--- src/rtl/load_store_unit_pkg.sv ---
// Shared encodings for the load/store unit: funct3 access sizes, error codes,
// FSM states and the legality check applied when a request is accepted.
package load_store_unit_pkg;

    localparam logic [2:0] F3_B  = 3'b000;
    localparam logic [2:0] F3_H  = 3'b001;
    localparam logic [2:0] F3_W  = 3'b010;
    localparam logic [2:0] F3_BU = 3'b100;
    localparam logic [2:0] F3_HU = 3'b101;

    typedef enum logic [1:0] {
        ERR_OK      = 2'b00,
        ERR_ILLEGAL = 2'b01,
        ERR_TIMEOUT = 2'b10
    } err_t;

    typedef enum logic [1:0] {
        ST_IDLE   = 2'b00,
        ST_ACCESS = 2'b01,
        ST_RESP   = 2'b10
    } state_t;

    // Unsigned variants exist only for loads; anything unlisted is illegal.
    function automatic logic lsu_illegal(input logic is_store, input logic [2:0] f3,
                                         input logic [1:0] addr_lo);
        logic bad;
        case (f3)
            F3_B:    bad = 1'b0;
            F3_H:    bad = addr_lo[0];
            F3_W:    bad = (addr_lo != 2'b00);
            F3_BU:   bad = is_store;
            F3_HU:   bad = is_store | addr_lo[0];
            default: bad = 1'b1;
        endcase
        return bad;
    endfunction

endpackage

--- src/rtl/load_store_unit_if.sv ---
// Memory bus between the load/store unit (master) and the memory (slave).
interface load_store_unit_if;
    logic        mem_req;
    logic        mem_we;
    logic [31:0] mem_addr;
    logic [3:0]  mem_be;
    logic [31:0] mem_wdata;
    logic        mem_ack;
    logic [31:0] mem_rdata;

    modport master (output mem_req, mem_we, mem_addr, mem_be, mem_wdata,
                    input  mem_ack, mem_rdata);
    modport slave  (input  mem_req, mem_we, mem_addr, mem_be, mem_wdata,
                    output mem_ack, mem_rdata);
endinterface

--- src/rtl/lsu_align.sv ---
// Combinational lane logic: byte enables and replicated store data for the
// request, lane selection plus sign/zero extension for the load response.
module lsu_align
    import load_store_unit_pkg::*;
(
    input  logic [2:0]  funct3,
    input  logic [1:0]  addr_lo,
    input  logic [31:0] wdata,
    input  logic [31:0] mem_rdata,
    output logic [3:0]  be,
    output logic [31:0] wdata_rep,
    output logic [31:0] load_data
);

    logic [15:0] lane;

    always_comb begin
        lane      = 16'(mem_rdata >> {addr_lo, 3'b000});
        be        = 4'b1111;
        wdata_rep = wdata;
        load_data = mem_rdata;
        case (funct3[1:0])
            2'b00: begin
                be        = 4'b0001 << addr_lo;
                wdata_rep = {4{wdata[7:0]}};
            end
            2'b01: begin
                be        = 4'b0011 << addr_lo;
                wdata_rep = {2{wdata[15:0]}};
            end
            default: ;
        endcase
        case (funct3)
            F3_B:    load_data = {{24{lane[7]}}, lane[7:0]};
            F3_BU:   load_data = {24'h0, lane[7:0]};
            F3_H:    load_data = {{16{lane[15]}}, lane[15:0]};
            F3_HU:   load_data = {16'h0, lane[15:0]};
            default: load_data = mem_rdata;
        endcase
    end

endmodule

--- src/rtl/load_store_unit.sv ---
// Single-outstanding load/store unit: IDLE -> ACCESS -> RESP, with illegal
// requests short-circuiting to RESP and a bounded wait for the memory ack.
module load_store_unit
    import load_store_unit_pkg::*;
#(
    parameter int TIMEOUT = 16
) (
    input  logic        clk,
    input  logic        rst_n,
    input  logic        start,
    input  logic        is_store,
    input  logic [2:0]  funct3,
    input  logic [31:0] addr,
    input  logic [31:0] wdata,
    output logic        busy,
    output logic        done,
    output logic [31:0] rdata,
    output logic [1:0]  err,
    load_store_unit_if.master mem
);

    localparam int CW = $clog2(TIMEOUT) + 1;

    state_t      state;
    logic        is_store_q;
    logic [2:0]  funct3_q;
    logic [1:0]  addr_lo_q;
    logic [CW-1:0] tmo_cnt;

    logic [2:0]  al_funct3;
    logic [1:0]  al_addr_lo;
    logic [3:0]  al_be;
    logic [31:0] al_wdata;
    logic [31:0] al_ldata;

    // Raw inputs drive the aligner while a request is being accepted; the
    // latched copies drive it afterwards for load extraction.
    assign al_funct3  = (state == ST_IDLE) ? funct3    : funct3_q;
    assign al_addr_lo = (state == ST_IDLE) ? addr[1:0] : addr_lo_q;

    lsu_align u_align (
        .funct3    (al_funct3),
        .addr_lo   (al_addr_lo),
        .wdata     (wdata),
        .mem_rdata (mem.mem_rdata),
        .be        (al_be),
        .wdata_rep (al_wdata),
        .load_data (al_ldata)
    );

    always_ff @(posedge clk or negedge rst_n) begin
        if (!rst_n) begin
            state         <= ST_IDLE;
            is_store_q    <= 1'b0;
            funct3_q      <= 3'b000;
            addr_lo_q     <= 2'b00;
            tmo_cnt       <= '0;
            busy          <= 1'b0;
            done          <= 1'b0;
            rdata         <= 32'h0;
            err           <= ERR_OK;
            mem.mem_req   <= 1'b0;
            mem.mem_we    <= 1'b0;
            mem.mem_addr  <= 32'h0;
            mem.mem_be    <= 4'h0;
            mem.mem_wdata <= 32'h0;
        end else begin
            done <= 1'b0;
            case (state)
                ST_IDLE: if (start) begin
                    is_store_q <= is_store;
                    funct3_q   <= funct3;
                    addr_lo_q  <= addr[1:0];
                    busy       <= 1'b1;
                    if (lsu_illegal(is_store, funct3, addr[1:0])) begin
                        state <= ST_RESP;
                        err   <= ERR_ILLEGAL;
                        done  <= 1'b1;
                    end else begin
                        state         <= ST_ACCESS;
                        err           <= ERR_OK;
                        tmo_cnt       <= '0;
                        mem.mem_req   <= 1'b1;
                        mem.mem_we    <= is_store;
                        mem.mem_addr  <= {addr[31:2], 2'b00};
                        mem.mem_be    <= al_be;
                        mem.mem_wdata <= al_wdata;
                    end
                end
                ST_ACCESS: begin
                    // Ack is tested first so it wins over a coincident timeout.
                    if (mem.mem_ack) begin
                        state       <= ST_RESP;
                        done        <= 1'b1;
                        err         <= ERR_OK;
                        mem.mem_req <= 1'b0;
                        mem.mem_we  <= 1'b0;
                        if (!is_store_q) rdata <= al_ldata;
                    end else if (tmo_cnt == CW'(TIMEOUT - 1)) begin
                        state       <= ST_RESP;
                        done        <= 1'b1;
                        err         <= ERR_TIMEOUT;
                        mem.mem_req <= 1'b0;
                        mem.mem_we  <= 1'b0;
                    end else begin
                        tmo_cnt <= tmo_cnt + 1'b1;
                    end
                end
                ST_RESP: begin
                    state <= ST_IDLE;
                    busy  <= 1'b0;
                end
                default: state <= ST_IDLE;
            endcase
        end
    end

endmodule

--- src/flat_wrapper.sv ---
// flat-port wrapper written by rule: the top's interface ports become plain ports
module load_store_unit_flat import load_store_unit_pkg::*;
#(
    parameter int TIMEOUT = 16
)
  (clk, rst_n, start, is_store, funct3, addr, wdata, busy, done, rdata, err, mem_mem_req, mem_mem_we, mem_mem_addr, mem_mem_be, mem_mem_wdata, mem_mem_ack, mem_mem_rdata);
  load_store_unit_if mem_i ();
  input  logic clk;
  input  logic rst_n;
  input  logic start;
  input  logic is_store;
  input  logic [2:0] funct3;
  input  logic [31:0] addr;
  input  logic [31:0] wdata;
  output logic busy;
  output logic done;
  output logic [31:0] rdata;
  output logic [1:0] err;
  output wire logic [$bits(mem_i.mem_req)-1:0] mem_mem_req;
  output wire logic [$bits(mem_i.mem_we)-1:0] mem_mem_we;
  output wire logic [$bits(mem_i.mem_addr)-1:0] mem_mem_addr;
  output wire logic [$bits(mem_i.mem_be)-1:0] mem_mem_be;
  output wire logic [$bits(mem_i.mem_wdata)-1:0] mem_mem_wdata;
  input wire logic [$bits(mem_i.mem_ack)-1:0] mem_mem_ack;
  input wire logic [$bits(mem_i.mem_rdata)-1:0] mem_mem_rdata;
  assign mem_mem_req = mem_i.mem_req;
  assign mem_mem_we = mem_i.mem_we;
  assign mem_mem_addr = mem_i.mem_addr;
  assign mem_mem_be = mem_i.mem_be;
  assign mem_mem_wdata = mem_i.mem_wdata;
  assign mem_i.mem_ack = mem_mem_ack;
  assign mem_i.mem_rdata = mem_mem_rdata;
  load_store_unit #(.TIMEOUT(TIMEOUT)) u_core (.clk(clk), .rst_n(rst_n), .start(start), .is_store(is_store), .funct3(funct3), .addr(addr), .wdata(wdata), .busy(busy), .done(done), .rdata(rdata), .err(err), .mem(mem_i));
endmodule
--- config.mk ---
export PLATFORM = sky130hd
export DESIGN_NAME = load_store_unit_flat
export DESIGN_NICKNAME = d
export VERILOG_FILES = /design/src/rtl/load_store_unit_pkg.sv /design/src/rtl/load_store_unit_if.sv /design/src/rtl/lsu_align.sv /design/src/rtl/load_store_unit.sv /design/src/flat_wrapper.sv
export SDC_FILE = /design/constraint.sdc
export NUM_CORES = 1
export LEC_CHECK = 0
export CORE_ASPECT_RATIO = 0.6
export CORE_MARGIN = 3
export CORE_UTILIZATION = 46
export DETAILED_ROUTE_END_ITERATION = 12
export PLACE_DENSITY = 0.82
export SYNTH_ARGS = -nofsm -noshare
export SYNTH_HDL_FRONTEND = slang
export SYNTH_HIERARCHICAL = 1
export SYNTH_SLANG_ARGS = --single-unit
--- constraint.sdc ---
create_clock -name clk -period 2.9 [get_ports clk]
set_clock_uncertainty 0.05 [all_clocks]
set_input_delay 0.435 -clock clk [delete_from_list [all_inputs] [get_ports clk]]
set_output_delay 0.435 -clock clk [all_outputs]
set_load 0.01 [all_outputs]
# Word-level counts from Yosys, hierarchy flattened

Cells that the tools add are included.

Add/sub/neg operators: 1
Eq/ne operators: 16
Shift-type cells: 3
Muxes and demuxes: 37
Bitwise operators: 3
Reductions and logical operators: 15

Operators by type and width:

| cell                  | number |
|---|---|
| $pmux W32 S4          | 1 |
| $pmux W32 S2          | 1 |
| $shr A32 B5 Y16       | 1 |
| $mux W5               | 4 |
| $mux W1               | 14 |
| $mux W2               | 7 |
| $eq A3 B3 Y1 const B  | 4 |
| $pmux W5 S2           | 1 |
| $reduce_and A3 Y1     | 3 |
| $ne A2 B2 Y1 const B  | 4 |
| $pmux W1 S2           | 4 |
| $pmux W2 S2           | 2 |
| $pmux W4 S2           | 1 |
| $eq A3 B1 Y1 const B  | 2 |
| $logic_not A3 Y1      | 2 |
| $reduce_and A2 Y1     | 3 |
| $reduce_bool A2 Y1    | 3 |
| $add A5 B1 Y5 const B | 1 |
| $eq A5 B4 Y1 const B  | 1 |
| $pmux W1 S5           | 1 |
| $reduce_and A5 Y1     | 1 |
| $eq A2 B1 Y1 const B  | 2 |
| $logic_not A2 Y1      | 2 |
| $reduce_and A4 Y1     | 1 |
| 8 further kinds       | 9 |

Flip-flop bits (word level): 117
Bits of input ports: 104
Output and inout bits: 106
Logic and storage cells: 89

# Logic depth before layout (Yosys ltp)

Gate-level depths: netlist of the first run.

Depth after elaboration: 7
Depth in mapped cells: 10
Gate-level depth less buffers: 6

# Modules after synthesis

Netlist of the first run, hierarchy kept.

By module, submodules not included:

| module          | instances | cells each | area an instance (um^2) | seq. area each (um^2) |
|---|---|---|---|---|
| load_store_unit | 1         | 313        | 4639.4                  | 2927.8 |
| lsu_align       | 1         | 180        | 1321.3                  | 0.0 |

# Worst setup path after synthesis of the first run

OpenSTA, ideal clock, no wires.

Path kind: register to register
Start: register u_core.state[1]
End: register u_core.rdata[27]
Library setup time: 0.125 ns
Arrival: 2.424 ns
Required time: 2.725 ns
Path slack: 0.301 ns
Stages on the path, launching flop included: 10
Path buffers: 3
Clock period less this slack: 2.599 ns
Cell sequence: dfrtp_1 clkbuf_1 nor2_1 mux2_2 buf_6 mux4_2 nor2_4 buf_6 o32ai_1 mux2_2

Longest elaborated chain between the ends: 4
Elaborated cells on any way between the ends: 11

Ends and longest elaborated chain:

| element                        | line                  | text |
|---|---|---|
| start, declared                | load_store_unit.sv:24 | `state_t state;` |
| start signal, assigned         | load_store_unit.sv:53 | `state <= ST_IDLE;` |
| start signal, assigned         | load_store_unit.sv:76 | `state <= ST_RESP;` |
| start signal, assigned         | load_store_unit.sv:80 | `state <= ST_ACCESS;` |
| $logic_not A2 Y1               | load_store_unit.sv:39 | `assign al_addr_lo = (state == ST_IDLE) ? addr[1:0] : addr_lo_q;` |
| $mux W2                        | load_store_unit.sv:39 |  |
| named net u_core.al_addr_lo[1] | load_store_unit.sv:31 | `logic [1:0] al_addr_lo;` |
| $shr A32 B5 Y16                | lsu_align.sv:18       | `lane = 16'(mem_rdata >> {addr_lo, 3'b000});` |
| $pmux W32 S4                   | lsu_align.sv:33       | `case (funct3)` |
| named net u_core.al_ldata[27]  | load_store_unit.sv:34 | `logic [31:0] al_ldata;` |
| end signal, assigned           | load_store_unit.sv:98 | `if (!is_store_q) rdata <= al_ldata;` |
| end, declared                  | load_store_unit.sv:17 | `output logic [31:0] rdata,` |

The timed path passes the listed nets, and every way through them passes these cells.
A chain may end at the register's enable or synchronous reset.

# Worst setup path in the final report of the first run

Start: register u_core.state[0]
End: register u_core.rdata[13]

Longest elaborated chain between the ends: 4
Elaborated cells on any way between the ends: 11

Ends and longest elaborated chain:

| element                              | line                  | text |
|---|---|---|
| $logic_not A2 Y1 *                   | load_store_unit.sv:38 | `assign al_funct3 = (state == ST_IDLE) ? funct3 : funct3_q;` |
| $mux W3 *                            | load_store_unit.sv:38 |  |
| named net u_core.al_funct3[1]        | load_store_unit.sv:30 | `logic [2:0] al_funct3;` |
| $eq A3 B3 Y1 (tied with other cells) | lsu_align.sv:33       |  |
| $pmux W32 S4 *                       | lsu_align.sv:33       |  |
| named net u_core.al_ldata[13]        | load_store_unit.sv:34 |  |

The timed path passes the listed nets; every way through them passes the cells marked *.

==> results of run 1 <==
report_power, final:
part	switching [mW]	total (mW)	internal [mW]	leakage [nW]
clock network	0.803	2.27	1.47	0.300
registers	0.380	2.69	2.31	1.42
logic	1.42	3.42	2.00	1.96
logic make-up after synthesis:
| family | Yosys count | synth area share |
|---|---|---|
| muxes | 146 | 0.274 |
| DFF | 117 | 0.491 |
| and+or+nand+nor | 85 | 0.0701 |
| AOI/OAI and AO/OA | 82 | 0.104 |
| buffers and inverters | 60 | 0.0563 |
| adders and majority gates | 2 | 0.00420 |
| other | 1 | 0.000629 |
sequential cells by signal (all words and copies together), names as in the netlist:
name / flops
u_core/state: 2
u_core/done: 1
u_core/rdata: 32
u_core/is_store_q: 1
u_core/mem.mem_req: 1
u_core/tmo_cnt: 5
u_core/mem.mem_we: 1
u_core/funct3_q: 3
u_core/busy: 1
u_core/mem.mem_wdata: 32
u_core/addr_lo_q: 2
u_core/mem.mem_be: 4
u_core/err: 2
u_core/mem.mem_addr: 30
metal layers:
| layer | up-vias | track usage | wire, µm |
|---|---|---|---|
| met1 | 2414 | 0.303 | 7090 |
| li1 | 2187 | - | - |
| met5 | - | 0 | 0 |
| met4 | 0 | 0.0689 | 233 |
| met2 | 226 | 0.382 | 8090 |
| met3 | 18 | 0.0796 | 1470 |
worst max path at each step:
stage                                from  slack, ns  cells after the start          endpoint
after floorplan           u_core/state[1]       0.30                      9  u_core/rdata[27]
after global routing      u_core/state[1]       0.18                      5  u_core/rdata[13]
after global placement          funct3[1]       0.25                      5   u_core/rdata[7]
after CTS                 u_core/state[0]       0.36                      6  u_core/rdata[13]
after detailed placement          addr[0]       0.18                      6  u_core/rdata[29]
final                     u_core/state[0]       0.29                      6  u_core/rdata[13]
synthesized netlist by cell type (3+ instances only):
library cell / instances
nor2_1: 5
buf_2: 10
dfrtp_1: 117
buf_1: 3
mux2_2: 119
nor3b_1: 3
o221ai_1: 8
inv_1: 14
nand3_1: 4
buf_4: 18
a21oi_1: 4
o21ai_0: 23
mux2_1: 7
buf_6: 4
nand2b_1: 3
o31ai_1: 11
o211a_1: 8
nand2_1: 50
mux2i_1: 19
clkbuf_1: 10
a22oi_1: 7
nor2b_1: 3
o32ai_1: 8
final cells by class:
| cell class | instances | area [µm²] |
|---|---|---|
| Fill cell | 858 | 3600 |
| Sequential cell | 117 | 2930 |
| Multi-Input combinational cell | 317 | 2720 |
| Timing Repair Buffer | 223 | 2230 |
| Clock buffer | 18 | 439 |
| Tap cell | 165 | 206 |
| Clock inverter | 14 | 199 |
| Inverter | 15 | 56.3 |
==> qor.yml, run 1 <==
vias: 4845
final_util: 0.709
ys_seq_area_frac: 0.491
cts.repair.resized: 0
yosysUniqueCellTypes: 53
dp_slack_ns: 0.177
synth_area_um2: 5960
grt_pass1_vias: 4985
cp_slowest_cell: "mux2_2"
cts_made_buffers: 17
start_util: 0.482
r2r_end: "u_core/rdata[13]"
chipWidth_um: 153
hp-class: "input pin to asynchronous set/reset pin"
firstDrtPassIters: 5
grt_pass1_wl_mm: 26.7
finalSetupViolCount: 0
peakVddDrop_mv: 0.546
drv_slew: 0
crit_arrival_ns: 2.85
die_area_um2: 14400
insertion_delay_ns: 0.41
fin_cells: 869
slew_headroom: 0.527
grt_antenna_before_repair: 0
core_area_um2: 12400
critPathMaxFanout: 14
portBuffers: 207
ctsLongestPathBuffers: 2
placed_area_um2: 8130
worstSetupStartpointType: "flop"
hold_buffers: 0
routed_wl_mm: 16.9
worstPathRequired_ns: 3.14
drt-initial-drc-count: 305
period_minus_slack_ns: 2.61
crit_buf_inv: 0
rsz0062_at_grt: "no"
cts_setup_buffers: 0
status: "finished clean"
synthTopCellsByArea: "dfrtp_1, mux2_2, mux2i_1"
overflow: 0
cp-end-kind: "flop"
worst_slew_pin_slew_ns: 0.709
synth-main-ff-cell: "dfrtp_1"
setup_ws_ns: 0.292
via_per_inst: 5.58
hpwl_mm: 12.2
yosysWarnings: 6
postRouteAntennaNets: 0
r2r-start: "u_core/state[0]"
avgSynthCellArea_um2: 12.1
drc_errors: 0
synthCells: 493
hold_ws_ns: 0.0240
synth-seq-cells: 117
fin_area_um2: 8770
tns_ns: 0
die_y_um: 94.2
leakage_nw: 3.68
cap_violations: 0
clkTransAtPathRegs_ns: 0.06
timing_worst_setup_path_type: "flop to flop"
finalPower_mw: 8.38
tritoncts: "done"
power.density_nw_per_um2: 955
final_cell_mix: "clkdlybuf4s50_1, mux2_2, dfrtp_1"
grt_max_degree: 66
rows: 31
reg2reg_depth: 6
r2r_slack_ns: 0.29
area_delta_synth_final_pct: 47.2
max_stage_delay_ns: 0.53
grt_usage: 0.235
cpMostUsedCell: "mux2_2"
crit_family: "simple AND/OR/NAND/NOR gates"
max_freq_mhz: 383
finalCritPeriodShare: 0.899
gp_congestion: 0.949
wl_per_cell_um: 19.4
clock_sinks: 117
synth_top_area_share: 0.491
fin_nets: 797
drive_gt1_frac: 0.256
synth_edf_count: 0
synth_largest_area_cell: "dfrtp_1"
pin_count: 210
dp.cells: 837
cts_root_buf: "clkbuf_16"
hold_viol_final: 0
final_common_cell: "clkdlybuf4s50_1"
n_antenna_cell: 0
synth-async-reset-ratio: 1.00
path_cells: "nor2_1 > mux2_2 > nor2b_1 > o221ai_1 > o211a_1 > mux2_2"
cts_htree_levels: 4
No activity file was read; power rests on OpenSTA's default activity.
==> run 2: changes to the inputs <==
--- a/config.mk
+++ b/config.mk
@@ -5,11 +5,12 @@
 export SDC_FILE = /design/constraint.sdc
 export NUM_CORES = 1
 export LEC_CHECK = 0
+export CAP_MARGIN = 20
 export CORE_ASPECT_RATIO = 0.6
 export CORE_MARGIN = 3
 export CORE_UTILIZATION = 46
 export DETAILED_ROUTE_END_ITERATION = 12
-export PLACE_DENSITY = 0.82
+export PLACE_DENSITY_LB_ADDON = 0.3
 export SYNTH_ARGS = -nofsm -noshare
 export SYNTH_HDL_FRONTEND = slang
 export SYNTH_HIERARCHICAL = 1
==> constraint.sdc (replaced) <==
create_clock -name clk -period 2.4 [get_ports clk]
set_clock_uncertainty 0.05 [all_clocks]
set_input_delay 0.36 -clock clk [delete_from_list [all_inputs] [get_ports clk]]
set_output_delay 0.36 -clock clk [all_outputs]
set_load 0.01 [all_outputs]
==> run 2 against run 1 <==
Effect of this change: global-route usage is essentially flat; fmax up 12%; register-to-register slack worse by 0.22 ns; critical path type unchanged; via count is 0.58% higher; largest power group unchanged; critical path depth up 2; hold slack improved by 0.41 ns; critical endpoint unchanged.
==> qor.yml, run 2 (synthesized netlist as in run 1, its figures left out) <==
status: "finished clean"  # unchanged
multi_input_area_um2: 2750  # was 2720 µm²
slew_headroom: 0.568  # was 0.527
rows: 31  # unchanged
via_per_inst: 5.48  # was 5.58
vias: 4873  # was 4845
chipWidth_um: 153  # unchanged
hold_viol_final: 0  # unchanged
cts_htree_levels: 4  # unchanged
nFillCells: 866  # was 858
cpMostUsedCell: "mux2_2"  # unchanged
insertion_delay_ns: 0.40  # was 0.41 ns
worstPathRequired_ns: 2.63  # was 3.14 ns
drc_errors: 0  # unchanged
grt_antenna_before_repair: 0  # unchanged
peakVddDrop_mv: 0.610  # was 0.546 mV
r2r_end: "u_core/rdata[13]"  # unchanged
top_regs: "u_core/mem.mem_wdata x32, u_core/rdata x32, u_core/mem.mem_addr x30"  # unchanged
power.density_nw_per_um2: 1130  # was 955 nW/µm²
cts_made_buffers: 17  # unchanged
drt-initial-drc-count: 292  # was 305
n_antenna_cell: 0  # unchanged
r2r-start: "u_core/state[1]"  # was u_core/state[0]
final_common_cell: "clkdlybuf4s50_1"  # unchanged
drive_gt1_frac: 0.279  # was 0.256
pin_count: 210  # unchanged
grt_pass1_vias: 5132  # was 4985
hp-class: "flop to flop"  # was input pin to asynchronous set/reset pin
clock_sinks: 117  # unchanged
start_util: 0.482  # unchanged
tritoncts: "done"  # unchanged
routed_wl_mm: 17.0  # was 16.9 mm
overflow: 0  # unchanged
hpwl_mm: 12.5  # was 12.2 mm
crit_family: "multiplexers"  # was simple AND/OR/NAND/NOR gates
cap_violations: 0  # unchanged
die_y_um: 94.2  # unchanged
reg2reg_depth: 8  # was 6
firstDrtPassIters: 7  # was 5
core_area_um2: 12400  # unchanged
max_stage_delay_ns: 0.46  # was 0.53 ns
grt_pass1_wl_mm: 27.1  # was 26.7 mm
area_delta_synth_final_pct: 51.1  # was 47.2%
grt_max_degree: 51  # was 66
cp_slowest_cell: "mux2_2"  # unchanged
grt_usage: 0.235  # about the same
ctsLongestPathBuffers: 2  # unchanged
portBuffers: 207  # unchanged
tns_ns: 0  # unchanged
finalPower_mw: 10.2  # was 8.38 mW
finalSetupViolCount: 0  # unchanged
hold_ws_ns: 0.432  # was 0.0240 ns
leakage_nw: 3.81  # was 3.68 nW
rsz0062_at_grt: "no"  # unchanged
regArea_um2: 2930  # unchanged
r2r_slack_ns: 0.08  # was 0.29 ns
min_from: "u_core/addr_lo_q[0]"
clkTransAtPathRegs_ns: 0.06  # about the same
final_cell_mix: "clkdlybuf4s50_1, mux2_2, dfrtp_1"  # unchanged
drv_slew: 0  # unchanged
crit_buf_inv: 2  # was 0
critPathMaxFanout: 17  # was 14
cp-end-kind: "flop"  # unchanged
min_path_cells: 2
path_cells: "nor2_4 > mux2_2 > buf_12 > buf_4 > mux2i_1 > o221ai_1 > o211a_1 > mux2_2"  # was nor2_1 > mux2_2 > nor2b_1 > o221ai_1 > o211a_1 > mux2_2
die_area_um2: 14400  # unchanged
finalCritPeriodShare: 0.968  # was 0.899
min_to: "u_core/addr_lo_q[0]"
crit_arrival_ns: 2.56  # was 2.85 ns
postRouteAntennaNets: 0  # unchanged
period_minus_slack_ns: 2.32  # was 2.61 ns
wl_per_cell_um: 19.1  # was 19.4 µm
max_freq_mhz: 430  # was 383 MHz
worst_slew_pin_slew_ns: 0.648  # was 0.709 ns
fin_nets: 817  # was 797
timing_worst_setup_path_type: "flop to flop"  # unchanged
worstSetupStartpointType: "flop"  # unchanged
cts_root_buf: "clkbuf_16"  # unchanged
gp_congestion: 0.938  # was 0.949
==> run 2: cell count changes in the layout (fill, tap and decap cells not counted), moves of 2 or more <==
cell and delta:
buf_4 +13, buf_12 +6, clkinv_4 +2, clkinvlp_4 -2, mux2_2 -2, mux2_4 +2
==> run 2: per-layer routing <==
metal | part of all wire | track usage | up-vias
met5 | 0 | 0 | -
met4 | 0.0098 | 0.0608 | 0
met3 | 0.092 | 0.0805 | 22
met2 | 0.47 | 0.381 | 229
met1 | 0.43 | 0.306 | 2394
li1 | - | - | 2228
==> run 2: what timing repair did <==
item                                    in CTS  in global routing
endpoints found under the setup margin       0                  6
setup buffers                                0                  0
gates resized for setup                      0                  2
hold endpoints to repair                    43                  0
hold buffers                                 1                  0
==> run 2: worst max path at each step <==
stage          slack (ns)         startpoint                 endpoint  depth (start not counted)
2_1_floorplan       -0.01    u_core/state[1]         u_core/rdata[27]                          9
3_3_place_gp        -0.05          funct3[0]  u_core/mem.mem_addr[26]                          5
3_5_place_dp        -0.14            addr[0]          u_core/rdata[2]                          7
4_1_cts              0.04  u_core/tmo_cnt[0]        u_core/tmo_cnt[2]                          5
5_1_grt              0.02    u_core/state[1]         u_core/rdata[13]                          8
6_report             0.08    u_core/state[1]         u_core/rdata[13]                          8
==> run 2: worst reg2reg max path, stage by stage, from the launching register on <==
cell,delay (ns)
dfrtp_1,0.40
nor2_4,0.20
mux2_2,0.46
buf_12,0.19
buf_4,0.16
mux2i_1,0.20
o221ai_1,0.17
o211a_1,0.13
mux2_2,0.25
==> run 2: per-stage QoR <==
stage                     std cells  cell area, µm²  worst slack (ns)   util
after detailed placement        856            8380            -0.139  0.677
after global placement          856            8380           -0.0523  0.677
after CTS                       889            9000            0.0438  0.728
final                           889            9010            0.0759  0.728
after floorplan                 494            6000           -0.0138      -
after global routing            889            9010            0.0210  0.728
==> run 2: final cells by class <==
class	count	area share
clock buffers	19	0.0492
flip-flops and latches	117	0.325
repair buffers	243	0.272
multi-input cells	317	0.305
inverters	15	0.00625
well taps	165	0.0229
clock inverters	13	0.0190
==> run 2: power by group <==
group | switching [mW] | leakage, nW | internal, mW
Sequential | 0.462 | 1.42 | 2.79
Combinational | 1.75 | 2.09 | 2.54
Clock | 0.949 | 0.295 | 1.68
==> run 3: changes to the inputs <==
--- a/config.mk
+++ b/config.mk
@@ -8,8 +8,9 @@
 export CAP_MARGIN = 20
 export CORE_ASPECT_RATIO = 0.6
 export CORE_MARGIN = 3
-export CORE_UTILIZATION = 46
+export CORE_UTILIZATION = 55
 export DETAILED_ROUTE_END_ITERATION = 12
+export DONT_BUFFER_PORTS = 1
 export PLACE_DENSITY_LB_ADDON = 0.3
 export SYNTH_ARGS = -nofsm -noshare
 export SYNTH_HDL_FRONTEND = slang
==> constraint.sdc (replaced) <==
create_clock -name clk -period 2.4 [get_ports clk]
set_clock_uncertainty 0.05 [all_clocks]
set_input_delay 0.36 -clock clk [delete_from_list [all_inputs] [get_ports clk]]
set_output_delay 0.36 -clock clk [all_outputs]
set_load 0.005 [all_outputs]
==> run 3 against run 2 <==
Effect of this change: the flow now finishes with violations (hold timing); flip-flop and latch count stayed put; final area is 25% lower; fmax is 3.8% higher; global-route usage is 0.24 points higher; via count is 19% lower; largest power group is now sequential cells.
==> qor.yml, run 3 (synthesized netlist as in run 1, its figures left out) <==
crit_family: "multiplexers"  # unchanged
cts_htree_levels: 4  # unchanged
pin_count: 210  # unchanged
top_layer: "met4"  # unchanged
final_util: 0.663  # was 0.728
area_delta_synth_final_pct: 13.4  # was 51.1%
portBuffers: 0  # was 207
wl_met3_mm: 1.62  # was 1.57 mm
postRouteAntennaNets: 0  # unchanged
grt_max_degree: 118  # was 51
grt_pass1_vias: 4155  # was 5132
via_per_inst: 6.22  # was 5.48
max_stage_delay_ns: 0.46  # about the same
leakage_nw: 2.93  # was 3.81 nW
met2_length_mm: 6.90  # was 8.02 mm
final_common_cell: "dfrtp_1"  # was clkdlybuf4s50_1
grt_usage: 0.238  # was 0.235
final_cell_mix: "dfrtp_1, mux2_2, nand2_1"  # was clkdlybuf4s50_1, mux2_2, dfrtp_1
timing_worst_setup_path_type: "flop to flop"  # unchanged
violations: "hold timing"
n_antenna_cell: 0  # unchanged
tritoncts: "done"  # unchanged
dp.cells: 603  # was 856
drt-initial-drc-count: 211  # was 292
wl_per_cell_um: 22.7  # was 19.1 µm
hold_ws_ns: -0.402  # was 0.432 ns
drv_slew: 0  # unchanged
fin_cells: 638  # was 889
drc_errors: 0  # unchanged
cpMostUsedCell: "nor2_4"  # was mux2_2
vias: 3969  # was 4873
cts_made_buffers: 17  # unchanged
crit_buf_inv: 1  # was 2
gp_congestion: 0.891  # was 0.938
placed_area_um2: 6090  # was 8380 µm²
setup_ws_ns: 0.161  # was 0.0759 ns
fin_area_um2: 6760  # was 9010 µm²
chipWidth_um: 140  # was 153 µm
top_regs: "u_core/mem.mem_wdata x32, u_core/rdata x32, u_core/mem.mem_addr x30"  # unchanged
clkTransAtPathRegs_ns: 0.06  # about the same
insertion_delay_ns: 0.40  # about the same
cts_setup_buffers: 0  # unchanged
die_area_um2: 12200  # was 14400 µm²
slew_headroom: 0.611  # was 0.568
dp_slack_ns: 0.0750  # was -0.139 ns
nFillCells: 762  # was 866
overflow: 0  # unchanged
firstDrtPassIters: 5  # was 7
tns_ns: 0  # unchanged
grt_antenna_before_repair: 0  # unchanged
status: "finished, violations left"  # was finished clean
hold_viol_final: 117  # was 0
period_minus_slack_ns: 2.24  # was 2.32 ns
cts_root_buf: "clkbuf_16"  # unchanged
fin_nets: 596  # was 817
hpwl_mm: 10.3  # was 12.5 mm
power.density_nw_per_um2: 1210  # was 1130 nW/µm²
finalSetupViolCount: 0  # unchanged
peakVddDrop_mv: 0.657  # was 0.610 mV
core_area_um2: 10200  # was 12400 µm²
path_cells: "nor2_4 > mux2_4 > mux4_2 > nor2_4 > buf_12 > o32ai_1 > mux2_2"  # was nor2_4 > mux2_2 > buf_12 > buf_4 > mux2i_1 > o221ai_1 > o211a_1 > mux2_2
die_y_um: 86.6  # was 94.2 µm
worstPathRequired_ns: 2.64  # was 2.63 ns
hp-class: "input pin to asynchronous set/reset pin"  # was flop to flop
worstSetupStartpointType: "flop"  # unchanged
routed_wl_mm: 14.5  # was 17.0 mm
cp-end-kind: "flop"  # unchanged
drive_gt1_frac: 0.368  # was 0.279
cap_violations: 0  # unchanged
ctsLongestPathBuffers: 2  # unchanged
wirelength_met1_mm: 5.82  # was 7.22 mm
finalCritPeriodShare: 0.933  # was 0.968
critPathMaxFanout: 16  # was 17
max_freq_mhz: 447  # was 430 MHz
grt_pass1_wl_mm: 22.7  # was 27.1 mm
rsz0062_at_grt: "no"  # unchanged
cp_slowest_cell: "mux4_2"  # was mux2_2
clock_sinks: 117  # unchanged
rows: 28  # was 31
worst_slew_pin_slew_ns: 0.578  # was 0.648 ns
start_util: 0.585  # was 0.482
crit_arrival_ns: 2.48  # was 2.56 ns
[run 3: final timing paths]
| kind | start | to | slack (ns) | cells past startpoint |
|---|---|---|---|---|
| min | rst_n | u_core/rdata[20] | -0.40 | 0 |
| min in group clk | funct3[0] | u_core/funct3_q[0] | 0.03 | 2 |
| max reg2reg | u_core/state[1] | u_core/rdata[24] | 0.16 | 7 |
| min reg2reg | u_core/addr_lo_q[1] | u_core/addr_lo_q[1] | 0.43 | 2 |
| max in group asynchronous | rst_n | u_core/mem.mem_wdata[22] | 2.55 | 0 |
| max | u_core/state[1] | u_core/rdata[24] | 0.16 | 7 |
[run 3: what timing repair did]
action	4_1_cts	5_1_grt
endpoints found under the hold margin	119	118
resized for setup	0	3
hold buffers	2	1
setup endpoints to repair	0	18
[run 3: per-stage QoR]
step | hold WS (ns) | power (mW)
floorplan | 0.0144 | 4.87
global placement | 0.0176 | 5.37
detailed placement | 0.0173 | 5.47
CTS | -0.419 | 8.21
global route | -0.426 | 8.61
finish | -0.402 | 8.15
[run 3: cell type report]
type / instances / area, µm² / area share
clock buffer: 20 / 457 / 0.0675
inverter: 15 / 56.3 / 0.00833
sequential: 117 / 2930 / 0.433
clock inverter: 12 / 176 / 0.0261
timing repair buffer: 22 / 223 / 0.0329
tap: 135 / 169 / 0.0250
multi-input combinational: 317 / 2750 / 0.407
[run 3: per-layer routing]
layer / vias to the layer above / track usage
li1: 1776 / -
met1: 2011 / 0.300
met2: 170 / 0.382
met3: 12 / 0.102
met4: 0 / 0.0607
met5: - / 0
[run 3: power by group]
part | internal [mW] | switching (mW)
clock network | 1.79 | 0.905
logic | 1.08 | 0.855
registers | 2.79 | 0.719
